<file path="src/rtl/bus_pkg.sv">
// Shared constants for the CPU bus: source codes, select width, idle code and arbiter state type.
// Pure declarations; no timing or flow control of its own.
package bus_pkg;

  localparam int NUM_SRC  = 24;
  localparam int SEL_W    = 5;
  localparam int MAX_HOLD = 4;
  localparam int HOLD_W   = 2;

  localparam logic [SEL_W-1:0] SEL_IDLE = 5'd31;

  localparam logic [SEL_W-1:0] SRC_R0     = 5'd0;
  localparam logic [SEL_W-1:0] SRC_R1     = 5'd1;
  localparam logic [SEL_W-1:0] SRC_R2     = 5'd2;
  localparam logic [SEL_W-1:0] SRC_R3     = 5'd3;
  localparam logic [SEL_W-1:0] SRC_R4     = 5'd4;
  localparam logic [SEL_W-1:0] SRC_R5     = 5'd5;
  localparam logic [SEL_W-1:0] SRC_R6     = 5'd6;
  localparam logic [SEL_W-1:0] SRC_R7     = 5'd7;
  localparam logic [SEL_W-1:0] SRC_R8     = 5'd8;
  localparam logic [SEL_W-1:0] SRC_R9     = 5'd9;
  localparam logic [SEL_W-1:0] SRC_R10    = 5'd10;
  localparam logic [SEL_W-1:0] SRC_R11    = 5'd11;
  localparam logic [SEL_W-1:0] SRC_R12    = 5'd12;
  localparam logic [SEL_W-1:0] SRC_R13    = 5'd13;
  localparam logic [SEL_W-1:0] SRC_R14    = 5'd14;
  localparam logic [SEL_W-1:0] SRC_R15    = 5'd15;
  localparam logic [SEL_W-1:0] SRC_HI     = 5'd16;
  localparam logic [SEL_W-1:0] SRC_LO     = 5'd17;
  localparam logic [SEL_W-1:0] SRC_ZHI    = 5'd18;
  localparam logic [SEL_W-1:0] SRC_ZLO    = 5'd19;
  localparam logic [SEL_W-1:0] SRC_PC     = 5'd20;
  localparam logic [SEL_W-1:0] SRC_MDR    = 5'd21;
  localparam logic [SEL_W-1:0] SRC_INPORT = 5'd22;
  localparam logic [SEL_W-1:0] SRC_C      = 5'd23;

  typedef enum logic {
    ST_IDLE = 1'b0,
    ST_OWN  = 1'b1
  } arb_state_e;

endpackage

</file>
<file path="src/rtl/bus_rr_pick.sv">
// Rotating-priority encoder: first set req bit at or above ptr, wrapping to 0.
// Purely combinational, zero latency, no flow control.
module bus_rr_pick
  import bus_pkg::*;
#(
  parameter int N_SRC = NUM_SRC,
  parameter int W_SEL = SEL_W
) (
  input  logic [N_SRC-1:0] req,
  input  logic [W_SEL-1:0] ptr,
  output logic             any,
  output logic [W_SEL-1:0] idx
);

  localparam logic [W_SEL:0] N_SRC_W = (W_SEL+1)'(N_SRC);

  logic [W_SEL:0] cand;

  // Scan from farthest to nearest so the nearest requester overwrites the rest.
  always_comb begin
    any  = 1'b0;
    idx  = '0;
    cand = '0;
    for (int k = N_SRC-1; k >= 0; k--) begin
      cand = {1'b0, ptr} + (W_SEL+1)'(k);
      if (cand >= N_SRC_W) cand = cand - N_SRC_W;
      if (req[cand[W_SEL-1:0]]) begin
        any = 1'b1;
        idx = cand[W_SEL-1:0];
      end
    end
  end

endmodule

</file>
<file path="src/rtl/bus_arbiter.sv">
// Round-robin owner of the CPU bus: registered select and one-hot grant, 1-cycle req->gnt, bounded lock.
// Optional BUS_ARB_PC_PRIORITY_EN: PC wins every arbitration (never pre-empts a live lock) without moving ptr.
module bus_arbiter
  import bus_pkg::*;
#(
  parameter int N_SRC  = NUM_SRC,
  parameter int W_SEL  = SEL_W,
  parameter int N_HOLD = MAX_HOLD
) (
  input  logic              clk,
  input  logic              clr,
  input  logic [N_SRC-1:0]  req,
  input  logic              lock,
  output logic [W_SEL-1:0]  sel,
  output logic [N_SRC-1:0]  gnt,
  output logic              bus_valid,
  output logic [HOLD_W-1:0] hold_cnt
);

  localparam logic [W_SEL-1:0]  IDLE_SEL  = '1;
  localparam logic [W_SEL-1:0]  LAST_SRC  = W_SEL'(N_SRC-1);
  localparam logic [HOLD_W-1:0] HOLD_LAST = HOLD_W'(N_HOLD-1);

  arb_state_e        state_q, state_d;
  logic [W_SEL-1:0]  sel_q, sel_d;
  logic [N_SRC-1:0]  gnt_q, gnt_d;
  logic              bus_valid_q, bus_valid_d;
  logic [HOLD_W-1:0] hold_cnt_q, hold_cnt_d;
  logic [W_SEL-1:0]  ptr_q, ptr_d;

  logic              pick_any;
  logic [W_SEL-1:0]  pick_idx;
  logic [W_SEL-1:0]  win;
  logic              new_grant;
  logic              keep;

  bus_rr_pick #(
    .N_SRC (N_SRC),
    .W_SEL (W_SEL)
  ) u_pick (
    .req (req),
    .ptr (ptr_q),
    .any (pick_any),
    .idx (pick_idx)
  );

  always_comb begin
    state_d     = state_q;
    sel_d       = sel_q;
    gnt_d       = gnt_q;
    bus_valid_d = bus_valid_q;
    hold_cnt_d  = hold_cnt_q;
    ptr_d       = ptr_q;
    new_grant   = 1'b0;
    keep        = 1'b0;
    win         = pick_idx;

    if (state_q == ST_OWN) begin
      keep = req[sel_q] && lock && (hold_cnt_q < HOLD_LAST);
    end

    if (keep) begin
      hold_cnt_d = hold_cnt_q + 1'b1;
    end else if (pick_any) begin
      new_grant = 1'b1;
    end else begin
      state_d     = ST_IDLE;
      sel_d       = IDLE_SEL;
      gnt_d       = '0;
      bus_valid_d = 1'b0;
      hold_cnt_d  = '0;
    end

    if (new_grant) begin
`ifdef BUS_ARB_PC_PRIORITY_EN
      if (req[SRC_PC]) begin
        win = SRC_PC;
      end else begin
        ptr_d = (pick_idx == LAST_SRC) ? '0 : pick_idx + 1'b1;
      end
`else
      ptr_d = (pick_idx == LAST_SRC) ? '0 : pick_idx + 1'b1;
`endif
      state_d        = ST_OWN;
      sel_d          = win;
      gnt_d          = '0;
      gnt_d[win]     = 1'b1;
      bus_valid_d    = 1'b1;
      hold_cnt_d     = '0;
    end
  end

  always_ff @(posedge clk) begin
    if (!clr) begin
      state_q     <= ST_IDLE;
      sel_q       <= IDLE_SEL;
      gnt_q       <= '0;
      bus_valid_q <= 1'b0;
      hold_cnt_q  <= '0;
      ptr_q       <= '0;
    end else begin
      state_q     <= state_d;
      sel_q       <= sel_d;
      gnt_q       <= gnt_d;
      bus_valid_q <= bus_valid_d;
      hold_cnt_q  <= hold_cnt_d;
      ptr_q       <= ptr_d;
    end
  end

  assign sel       = sel_q;
  assign gnt       = gnt_q;
  assign bus_valid = bus_valid_q;
  assign hold_cnt  = hold_cnt_q;

  a_gnt_onehot : assert property (@(posedge clk) $onehot0(gnt_q));
  a_gnt_matches_sel : assert property (@(posedge clk) bus_valid_q |-> gnt_q[sel_q]);
  a_sel_range : assert property (@(posedge clk) (sel_q < W_SEL'(N_SRC)) || (sel_q == IDLE_SEL));

endmodule

</file>
<file path="config.mk">
export PLATFORM = sky130hd
export DESIGN_NAME = bus_arbiter
export DESIGN_NICKNAME = d
export VERILOG_FILES = /design/src/rtl/bus_pkg.sv /design/src/rtl/bus_rr_pick.sv /design/src/rtl/bus_arbiter.sv
export SDC_FILE = /design/constraint.sdc
export NUM_CORES = 1
export LEC_CHECK = 0
export CAP_MARGIN = 40
export CORE_MARGIN = 1
export CORE_UTILIZATION = 48
export DETAILED_ROUTE_END_ITERATION = 10
export MAX_ROUTING_LAYER = met4
export PLACE_DENSITY = 0.66
export SLEW_MARGIN = 40
export SYNTH_ARGS = -nofsm -noshare
export SYNTH_HDL_FRONTEND = slang
export SYNTH_SLANG_ARGS = --single-unit
</file>
<file path="constraint.sdc">
create_clock -name clk -period 6.8 [get_ports clk]
set_clock_uncertainty 0.05 [all_clocks]
set_input_delay 0.68 -clock clk [delete_from_list [all_inputs] [get_ports clk]]
set_output_delay 0.68 -clock clk [all_outputs]
set_load 0.02 [all_outputs]
</file>
==> results of run 1 <==
## state kept, by name, summed over array words and instances, names as in the netlist
register and cells:
ptr_q 5, sel 5, hold_cnt 2, bus_valid 1
gnt 24
## cells in the final DEF (no fill, tap or decap), drive strengths merged, types with 6 or more instances in the layout
cell           instances
mux2i                 63
xnor2                 26
mux4                  38
nand3                 38
nand4                 13
o31ai                 10
o211a                  8
nor4                  12
nand2                 76
nand3b                 8
nor2                  76
a31oi                 13
clkbuf                 6
o311ai                 6
a21boi                11
and2                  20
o21ai                 48
inv                   32
or3                   10
a2111oi               12
a21o                  13
a211o                  7
nand2b                14
buf                   26
a22oi                 14
a211oi                13
and3                  18
clkdlybuf4s50         58
or2                    8
mux2                  12
o221ai                 9
nor2b                 18
nor3                  33
o211ai                23
a21oi                 57
dfxtp                 37
ha                    25
a22o                  27
## final timing paths
check	cells after the start	slack [ns]	startpoint	end
worst max-delay path	18	0.98	ptr_q[3]$_SDFFE_PN0P_	gnt[3]$_SDFFE_PN0P_
worst max register to register	18	0.98	ptr_q[3]$_SDFFE_PN0P_	gnt[3]$_SDFFE_PN0P_
worst min-delay path	2	0.39	gnt[7]$_SDFFE_PN0P_	gnt[7]$_SDFFE_PN0P_
worst min register to register	2	0.39	gnt[7]$_SDFFE_PN0P_	gnt[7]$_SDFFE_PN0P_
## synth_stat cells, types with 14 or more instances
cell / instances
and3_1: 18
inv_1: 29
clkbuf_1: 29
o21ai_0: 43
o211ai_1: 23
a21oi_1: 54
dfxtp_1: 37
nor2_1: 76
nor2b_1: 18
mux4_2: 32
nand2_1: 75
ha_1: 25
xnor2_1: 23
nand3_1: 38
nand2b_1: 14
a22oi_1: 14
mux2i_1: 62
and2_1: 20
a22o_1: 27
buf_2: 18
nor3_1: 33
## tightest hold or removal path, stage by stage (launching register included)
cell     delay, ns
dfxtp_1       0.31
nand2_1       0.05
nand2_1       0.04
## area by class of cell
cell class                      instances  area, sq um
Tap cell                              216          270
Inverter                               33          124
Multi-Input combinational cell        869         6670
Fill cell                            1566         7280
Clock buffer                            6          129
Timing Repair Buffer                   84          773
Clock inverter                          2         10.0
Sequential cell                        37          744
## cell families (layout without fill, tap and decap cells)
logic type | after synthesis | count (layout) | share of synthesized area
AND/OR/NAND/NOR | 366 | 366 | 0.241
AO/OA/AOI/OAI | 332 | 332 | 0.311
multiplexers | 113 | 113 | 0.209
buffers and inverters | 103 | 125 | 0.0629
flip-flops | 37 | 37 | 0.0938
XOR/XNOR | 30 | 30 | 0.0394
adder cells (fa/ha/maj) | 28 | 28 | 0.0436
## per-layer routing
| metal | vias to the layer above | wire length (um) |
|---|---|---|
| met5 | - | 0 |
| met1 | 4257 | 12900 |
| met3 | 98 | 3500 |
| li1 | 3998 | - |
| met2 | 604 | 13500 |
| met4 | 0 | 1390 |
## metrics by stage
step	utilization	hold slack [ns]	cell area, sq um	worst slack [ns]	instances
after floorplan	-	0.465	7900	1.49	1009
after global placement	0.536	0.388	8570	1.18	1238
final	0.545	0.394	8720	0.982	1247
after CTS	0.544	0.396	8710	1.12	1246
after global routing	0.545	0.419	8720	0.597	1247
after detailed placement	0.536	0.395	8570	1.16	1238
==> run summary, run 1 <==
The run finished with clean final reports. Measured along the y axis, the die boundary spans 130 um. The leftover overflow at the end of global routing was 0.

The logs give 1076 for the count of routing violations after the opening detailed-route iteration and 5.99 ns for the arrival time reported for the critical path endpoint. For the count of max-cap constraint violations, the log shows 0. Share of the cycle needed by the critical path after routing: 0.856. On the critical path, the stage with the largest delay is an instance of a2111oi_0.

Number of clock sinks seen by CTS: 37. For the pin with the worst max-slew slack, the measured transition is 0.876 ns. Clock-pin slew was measured on the worst setup and hold paths at 0.06 ns. Synthesis produced a netlist whose cell count is 1009. The cell family with the largest share of critical-path delay is compound AO/OA/AOI/OAI gates. The tools report the die footprint as 17000 sq um. The net count of the finished layout is 1082. The average cell area after synthesis was 7.83 sq um; the net count after synthesis was 1061. Type of the worst setup path: flip-flop to flip-flop. The post-synthesis sequential element count was 37. The critical path launch point type is a flip-flop. The fraction of met3 tracks used by global routing is 0.0640.

Later-pin clock latency in the skew report: 0.28 ns. The number of vias per cell is 7.18. The clock passes through at most 2 buffers.

The remaining max-slew budget at the tightest pin was 0.411; the met1 layer usage reported by global route was 0.514. TritonCTS built the clock tree. The run gives 61 as the largest net degree at the start of global routing.

By area the synthesized netlist is led by dfxtp_1 9.4%, mux4_2 9.1%, mux2i_1 7.9%, ha_1 4.0%, nor2_1 3.6%. The share of flip-flops with an asynchronous set or reset came out at 0. The tools report the number of slew-limit violations in the final report as 0. The count of port buffers added during placement works out to 58.

The logs give 46 for the number of cell rows and 0 for the quantity of gates resized following cts. The logs give 0.0938 for the sequential cell area fraction in the yosys report and 0 for the count of warnings emitted by yosys. The average wire per cell in the routed design was 25.2 um. Setup repair after global routing left no endpoint under its margin. Setup violations remaining at the end of the flow were counted as 0.

In the routed design, unresolved DRC markers number 0. The largest total area in the synthesized netlist belongs to dfxtp_1. Met2 capacity usage during global routing: 0.572. In this run the worst path has a maximum fanout of 28. Buffers inserted during clock tree synthesis total 5. The clock period could shrink to 5.82 ns. The logs give 6 for the number of iterations in the first detailed-routing pass and 59 for the number of I/O pins.

Via count of the first global-routing pass: 7947. 0 antenna diodes ended up in the layout. The routed layout has 8957 vias.

The number of nets with antenna violations after routing was 0; the area share of the largest cell type after synthesis was 0.0938. The chip width was 130 um. The half-perimeter wire length after placement is 24.0 mm, and the fraction of final layout cells sized beyond drive strength 1 is 0.113.

For this run, the slowest stage of the critical path takes 0.53 ns. Routing layer with the top usage in global route: met2. The critical path buffer and inverter count works out to 2. CTS built an H-tree with a depth of 2.

Buffers added to address setup during post-CTS repair amount to 0. Data on the critical path is required at its endpoint by 6.97 ns. The number of distinct library cells after synthesis came out at 99. Core outline area: 16000 sq um. Walking the worst path, the cells encountered are inv_2, ha_1, a21boi_0, xnor2_1, inv_1, ha_1, and3b_1, or4_1, o221ai_1, nor3_1, nor2_1, o221ai_1, a2111oi_0, o21ai_1, a221o_1, a21o_1, nor3_1, a22o_1.

The path class of the tightest hold or removal check is flip-flop to flip-flop. The area growth from synthesis to final layout works out to 10.4%. The first global-routing pass estimated 47.3 mm of wire. The logs give 0.494 for the initial core utilization and 1.09 for the weighted congestion at the end of routability-driven global placement. The mapped netlist covers 7900 sq um. The worst setup path is captured at a flip-flop. The final layout contains routed wiring with a total length of 31.4 mm. The count of flip-flops with a built-in enable after synthesis is 0.

The number of endpoints with negative hold slack in the final report was 0. Setup total negative slack on the finished layout was measured at 0 ns. For this run, the top clock speed supported by timing is 172 MHz.

The predominant post-synthesis flop cell was dfxtp_1. Cell at the root of the clock tree: clkbuf_16. The initial antenna violation count was 0. For the cts-stage hold buffer count, the log shows 0. The global-route usage over all layers was 0.382.
Power of run 1 is left out: the tool's default activity adds up to more than one toggle a clock period on the data nets, which glitch-free logic cannot reach.
==> run 2: changes to the inputs <==
Settings changed: PLACE_DENSITY 0.66 to not set, PLACE_DENSITY_LB_ADDON set to 0.08.
==> run 2 against run 1 <==
Worst setup slack hardly changed. Final area increased by 0.42%. Register-to-register slack barely moved.
==> run summary, run 2 (synthesis results as in run 1) <==
The count of port buffers added during placement works out to 58 (unchanged). The slew of the pin with the lowest slew margin came out at 0.889 ns (+0.0125 ns). The worst hold path begins at gnt[7]$_SDFFE_PN0P_. The library cell used most frequently in the layout, excluding fill and tap cells, is nor2_1. Relative to the synthesized area, the layout overhead comes to 10.9%. Cts-stage hold buffer count: 0 (unchanged). The weighted congestion at the end of routability-driven global placement is 1.08 (-0.93%). The number of H-tree levels is 2 (unchanged), and the final number of setup-violating endpoints is 0 (unchanged). Half-perimeter wire length after placement: 25.0 mm (+3.8%).

The leftover overflow at the end of global routing is 0 (unchanged), and the die boundary height is 130 um (unchanged). The core outline area was 16000 sq um (unchanged). The required time of the worst setup path was 6.91 ns (-0.06 ns). The DRC violation count after routing was 0 (unchanged); the number of nets in the layout was 1084 (+0.18%).

The worst hold path cell count came out at 2 (unchanged). STA classifies the critical path endpoint as a flip-flop. The fraction of final layout cells sized beyond drive strength 1 was 0.112 (-0.000218); the setup slack on the worst flop-to-flop path was 0.98 ns (about the same).

Setup repair after global routing left no endpoint under its margin. The tools report the later-pin clock latency in the skew report as 0.28 ns (about the same). TritonCTS built the clock tree.

The number of vias per cell is 7.10 (-1.1%), and the number of I/O pins is 59 (unchanged). The run gives 37 (unchanged) as the number of clock sinks seen by CTS. The run finished with clean final reports.

Setup TNS: 0 ns (unchanged). Reg-to-reg endpoint: gnt[14]$_SDFFE_PN0P_. The tools report the number of setup buffers added after CTS as 0 (unchanged). The run gives 1569 (+0.19%) as the filler cell count.

The root buffer cell chosen for the clock tree is clkbuf_16. The worst setup path is of the flip-flop to flip-flop kind. The share of the cycle needed by the critical path after routing was 0.856 (about the same); the die footprint was 17000 sq um (unchanged). The largest net degree at the start of global routing was 60 (-1.6%). Average wire per cell in the routed design: 25.8 um (+2.5%). The tools report the final routed wirelength across all metal layers as 32.2 mm (+2.7%). The chip width was 130 um (unchanged). The cell depth of the worst flop-to-flop path was 17 (-1); the number of iterations in the first detailed-routing pass was 5 (-1). Critical path launch point type: a flip-flop. The beginning of the worst register-to-register path is ptr_q[1]$_SDFFE_PN0P_.

The logs give 0.408 (-0.00383) for the remaining max-slew budget at the tightest pin and 0.390 (+0.00807) for the global-route usage over all layers. Worst setup timing slack at the placement stage: 1.22 ns (+0.0578 ns). The final worst-path setup slack is 0.982 ns (+0.000100 ns), and the count of routing violations after the opening detailed-route iteration is 1091 (+1.4%). Antenna diode count: 0 (unchanged). The number of endpoints with negative hold slack in the final report came out at 0 (unchanged). The total via count in the routed design was 8872 (-0.95%); the number of CTS-inserted buffers was 5 (unchanged). The multi-input combinational cell area came out at 6660 sq um (-0.15%). The biggest fanout along the worst timing path was 36 (+29%); the wire length of the first global-routing pass was 48.0 mm (+1.6%).

The arrival time reported for the critical path endpoint is 5.93 ns (-0.06 ns), and the shortest clock period the worst path allows after layout is 5.82 ns (-0.000100 ns). For the maximum buffer depth of the clock tree, the log shows 2 (unchanged). The run gives 744 sq um (unchanged) as the area of all sequential standard cells.

The top cell types in the final layout, fill and taps aside, are 76 x nor2_1, 75 x nand2_1, 62 x mux2i_1. The tools report the worst hold path endpoint as gnt[7]$_SDFFE_PN0P_. Number of flip-flops under the largest register name: 24 (unchanged). The logs give 0 (unchanged) for the number of slew-limit violations in the final report and 0 (unchanged) for the quantity of gates resized following cts. The tools report the via count of the first global-routing pass as 7940 (-0.088%). The tools report the initial antenna violation count as 0 (unchanged).

The tools report the number of nets with antenna violations after routing as 0 (unchanged). The path class of the tightest hold or removal check is flip-flop to flip-flop. The count of max-cap constraint violations is 0 (unchanged).

Number of cell rows: 46 (unchanged). The clock-pin slew reported for the worst setup and hold paths after clock tree synthesis is 0.06 ns (about the same). For the initial core utilization, the log shows 0.494 (unchanged). For the highest clock rate, the log shows 172 MHz (about the same).
-- run 2: layout make-up --
type	count	share of cell area
clock buffers	6	0.0147
well taps	216	0.0308
flip-flops and latches	37	0.0850
inverters	33	0.0141
multi-input cells	869	0.761
clock inverters	2	0.00443
repair buffers	86	0.0903
-- run 2: through the flow --
| step | area [sq um] | hold slack [ns] | utilization | std cells |
|---|---|---|---|---|
| finish | 8760 | 0.400 | 0.548 | 1249 |
| global route | 8760 | 0.444 | 0.548 | 1249 |
| CTS | 8760 | 0.400 | 0.548 | 1249 |
| detailed placement | 8590 | 0.392 | 0.537 | 1241 |
| global placement | 8590 | 0.389 | 0.537 | 1241 |
| floorplan | 7900 | 0.465 | - | 1009 |
-- run 2: metal layers --
layer / vias up / global-route usage / share of wire
met2: 547 / 0.583 / 0.43
met4: 0 / 0.155 / 0.046
met5: - / - / 0
met1: 4226 / 0.533 / 0.43
met3: 89 / 0.0447 / 0.096
li1: 4010 / - / -
-- run 2: worst max-delay path by stage --
| stage | from | to | slack, ns |
|---|---|---|---|
| CTS | ptr_q[1]$_SDFFE_PN0P_ | gnt[22]$_SDFFE_PN0P_ | 1.19 |
| finish | ptr_q[1]$_SDFFE_PN0P_ | gnt[14]$_SDFFE_PN0P_ | 0.98 |
| global placement | ptr_q[1]$_SDFFE_PN0P_ | gnt[22]$_SDFFE_PN0P_ | 1.23 |
| detailed placement | ptr_q[2]$_SDFFE_PN0P_ | ptr_q[4]$_SDFFE_PN0P_ | 1.22 |
| floorplan | ptr_q[3]$_SDFFE_PN0P_ | ptr_q[4]$_SDFFE_PN0P_ | 1.49 |
| global route | ptr_q[1]$_SDFFE_PN0P_ | gnt[22]$_SDFFE_PN0P_ | 0.76 |
-- run 2: critical path: stages, from the launching register on --
cell	delay, ns
dfxtp_1	0.32
buf_4	0.45
ha_1	0.76
a21oi_1	0.33
xnor2_1	0.49
nor2_1	0.17
o31ai_2	0.52
mux2i_1	0.25
buf_4	0.17
o311ai_0	0.14
a31o_1	0.23
a2111oi_0	0.63
o31a_1	0.30
or2_2	0.17
inv_1	0.07
ha_1	0.16
and3_1	0.25
a22o_1	0.23
Power of run 2 is left out for the same reason.
==> run 3: changes to the inputs <==
Settings changed: CORE_MARGIN 1 to 2.
==> run 3 against run 2 <==
Count of clock-buffer cells in the layout unchanged. Critical path depth up 1. Highest routed layer unchanged. Worst hold slack better by 0.010 ns. Sequential cell count unchanged. Final cell count up 0.24%. Worst setup slack better by 0.010 ns. Sequential share of layout area about the same. Via count up 0.29%. Non-clock buffer count up 1. Maximum frequency up 0.18%. Wire length down 2.8%.
==> run summary, run 3 (synthesis results as in run 1) <==
The flow ran to the end, and the final reports show no timing, DRC or antenna violations. The tools report the core outline area as 16000 sq um (unchanged). The type of the worst setup path was flip-flop to flip-flop. Maximum buffer depth of the clock tree: 2 (unchanged).

The count of port buffers added during placement is 58 (unchanged). The run gives 59 (unchanged) as the number of I/O pins. The critical path starts at ptr_q[1]$_SDFFE_PN0P_. The most common cell type on the critical path was buf_4. The logs give 1574 (+0.32%) for the filler cell count and 8124 (+2.3%) for the via count of the first global-routing pass. The fraction of final layout cells sized beyond drive strength 1 was 0.113 (+0.000859); the biggest fanout along the worst timing path was 35 (-2.8%).

The highest clock rate was 172 MHz (+0.18%). Initial core utilization: 0.494 (unchanged). In this run the most critical hold path is launched from gnt[7]$_SDFFE_PN0P_. The leading cell type in the layout, fill and taps excluded was nor2_1. DRC violation count after routing: 0 (unchanged). The count of max-cap constraint violations came out at 0 (unchanged). The run gives 48.6 mm (+1.2%) as the wire length of the first global-routing pass. Traced cell by cell, the critical path runs through buf_4, ha_1, buf_4, xnor2_1, inv_1, ha_1, nor2b_1, o21ai_0, a22o_1, a211oi_1, nor3_1, buf_4, nand2_1, a2111oi_0, o21ai_0, o211ai_1, nor2_1, a311o_1. The largest individual stage delay along the critical path comes from the cell o211ai_1. The tree is rooted in a clkbuf_16. Number of flip-flops under the largest register name: 24 (unchanged). The number of nets in the layout was 1085 (+0.092%). Clock-pin slew reported for the worst setup and hold paths after clock tree synthesis: 0.05 ns (about the same).

The initial antenna violation count was 2 (+2); the setup TNS was 0 ns (unchanged). For the global-route usage over all layers, the log shows 0.361 (-0.0289). Later-pin clock latency in the skew report: 0.28 ns (about the same). The number of clock sinks seen by CTS is 37 (unchanged). The leftover overflow at the end of global routing is 0 (unchanged), and the quantity of gates resized following cts is 0 (unchanged). The logs give 0.498 (-0.0357) for the met1 layer usage reported by global route and 6.90 ns (about the same) for the required time of the worst setup path.

For the arrival time reported for the critical path endpoint, the log shows 5.91 ns (-0.02 ns). For the number of CTS-inserted buffers, the log shows 5 (unchanged). The run gives 0.0484 (+0.00375) as the fraction of met3 tracks used by global routing. The number of nets with antenna violations after routing was 0 (unchanged); the average wire per cell in the routed design was 25.0 um (-3.0%). For the weighted congestion at the end of routability-driven global placement, the log shows 1.11 (+2.6%).

For the number of H-tree levels, the log shows 2 (unchanged). The beginning of the worst register-to-register path is ptr_q[1]$_SDFFE_PN0P_. The count of routing violations after the opening detailed-route iteration is 1064 (-2.5%), and the area growth from synthesis to final layout is 11.2%. The logs give 17500 sq um (+3.1%) for the die footprint and 24.2 mm (-3.1%) for the half-perimeter wire length after placement.

The number of setup buffers added after CTS was 0 (unchanged); the shortest clock period the worst path allows after layout was 5.81 ns (-0.0104 ns). Setup repair after global routing left no endpoint under its margin. Met2 capacity usage during global routing: 0.536 (-0.0473). TritonCTS built the clock tree.

For the total via count in the routed design, the log shows 8898 (+0.29%). In this run the most used layer during global routing was met2. For the final number of setup-violating endpoints, the log shows 0 (unchanged). The type of the worst min-delay path was flip-flop to flip-flop. The cts-stage hold buffer count was 0 (unchanged); the number of iterations in the first detailed-routing pass was 6 (+1). The share of the cycle needed by the critical path after routing came out at 0.854 (-0.00153). The number of cell rows was 46 (unchanged); the number of slew-limit violations in the final report was 0 (unchanged). The die boundary height was 132 um (+1.5%). On the critical path the largest part of the delay comes from compound AO/OA/AOI/OAI gates. The tools report the number of endpoints with negative hold slack in the final report as 0 (unchanged). The critical path buffer and inverter count works out to 4 (+1). The top cell types in the final layout, fill and taps aside, are 76 x nor2_1, 75 x nand2_1, 62 x mux2i_1.

The remaining max-slew budget at the tightest pin is 0.475 (+0.0672). The tools report the largest net degree at the start of global routing as 59 (-1.7%). The chip width works out to 132 um (+1.5%). STA classifies the critical path startpoint as a flip-flop. Endpoint type of the worst setup path: a flip-flop. For the final routed wirelength across all metal layers, the log shows 31.3 mm (-2.8%). The slew of the pin with the lowest slew margin was 0.784 ns (-0.104 ns); the delay contributed by the slowest stage of the critical path was 0.69 ns (-0.07 ns). The number of vias per cell is 7.11 (about the same).
[run 3: changes by cell type in the layout (fill, tap and decap cells not counted), sizes merged]
cell	change
diode	+2
buf	+1
[run 3: per-stage QoR]
stage | cell area (sq um) | utilization | setup WS (ns) | hold WS (ns) | instances
floorplan | 7900 | - | 1.49 | 0.465 | 1009
global placement | 8610 | 0.538 | 0.993 | 0.386 | 1242
detailed placement | 8610 | 0.538 | 1.22 | 0.390 | 1242
CTS | 8780 | 0.549 | 1.18 | 0.409 | 1250
global route | 8790 | 0.549 | 0.725 | 0.439 | 1252
finish | 8790 | 0.549 | 0.993 | 0.410 | 1252
[run 3: path summary, 6_finish.rpt]
kind | endpoint | slack [ns] | depth (start not counted)
setup reg to reg | ptr_q[4]$_SDFFE_PN0P_ | 0.99 | 18
hold / removal | gnt[7]$_SDFFE_PN0P_ | 0.41 | 2
hold reg to reg | gnt[7]$_SDFFE_PN0P_ | 0.41 | 2
setup / recovery | ptr_q[4]$_SDFFE_PN0P_ | 0.99 | 18
[run 3: cell type report]
class,count,area (sq um),share of cell area
diodes,2,5.00,0.000570
clock buffers,6,129,0.0147
clock inverters,2,38.8,0.00441
inverters,33,124,0.0141
multi-input cells,869,6660,0.758
flip-flops and latches,37,744,0.0847
well taps,216,270,0.0308
repair buffers,87,811,0.0923
[run 3: worst min-delay path: cells and delay by family, from the launching register on]
family,cells,cell delay [ns]
flops,1,0.32
simple gates,2,0.10
[run 3: layer usage]
metal | part of all wire | vias to the layer above
li1 | - | 4013
met1 | 0.42 | 4255
met2 | 0.43 | 537
met3 | 0.095 | 93
met4 | 0.047 | 0
met5 | 0 | -
Power of run 3 is left out for the same reason.
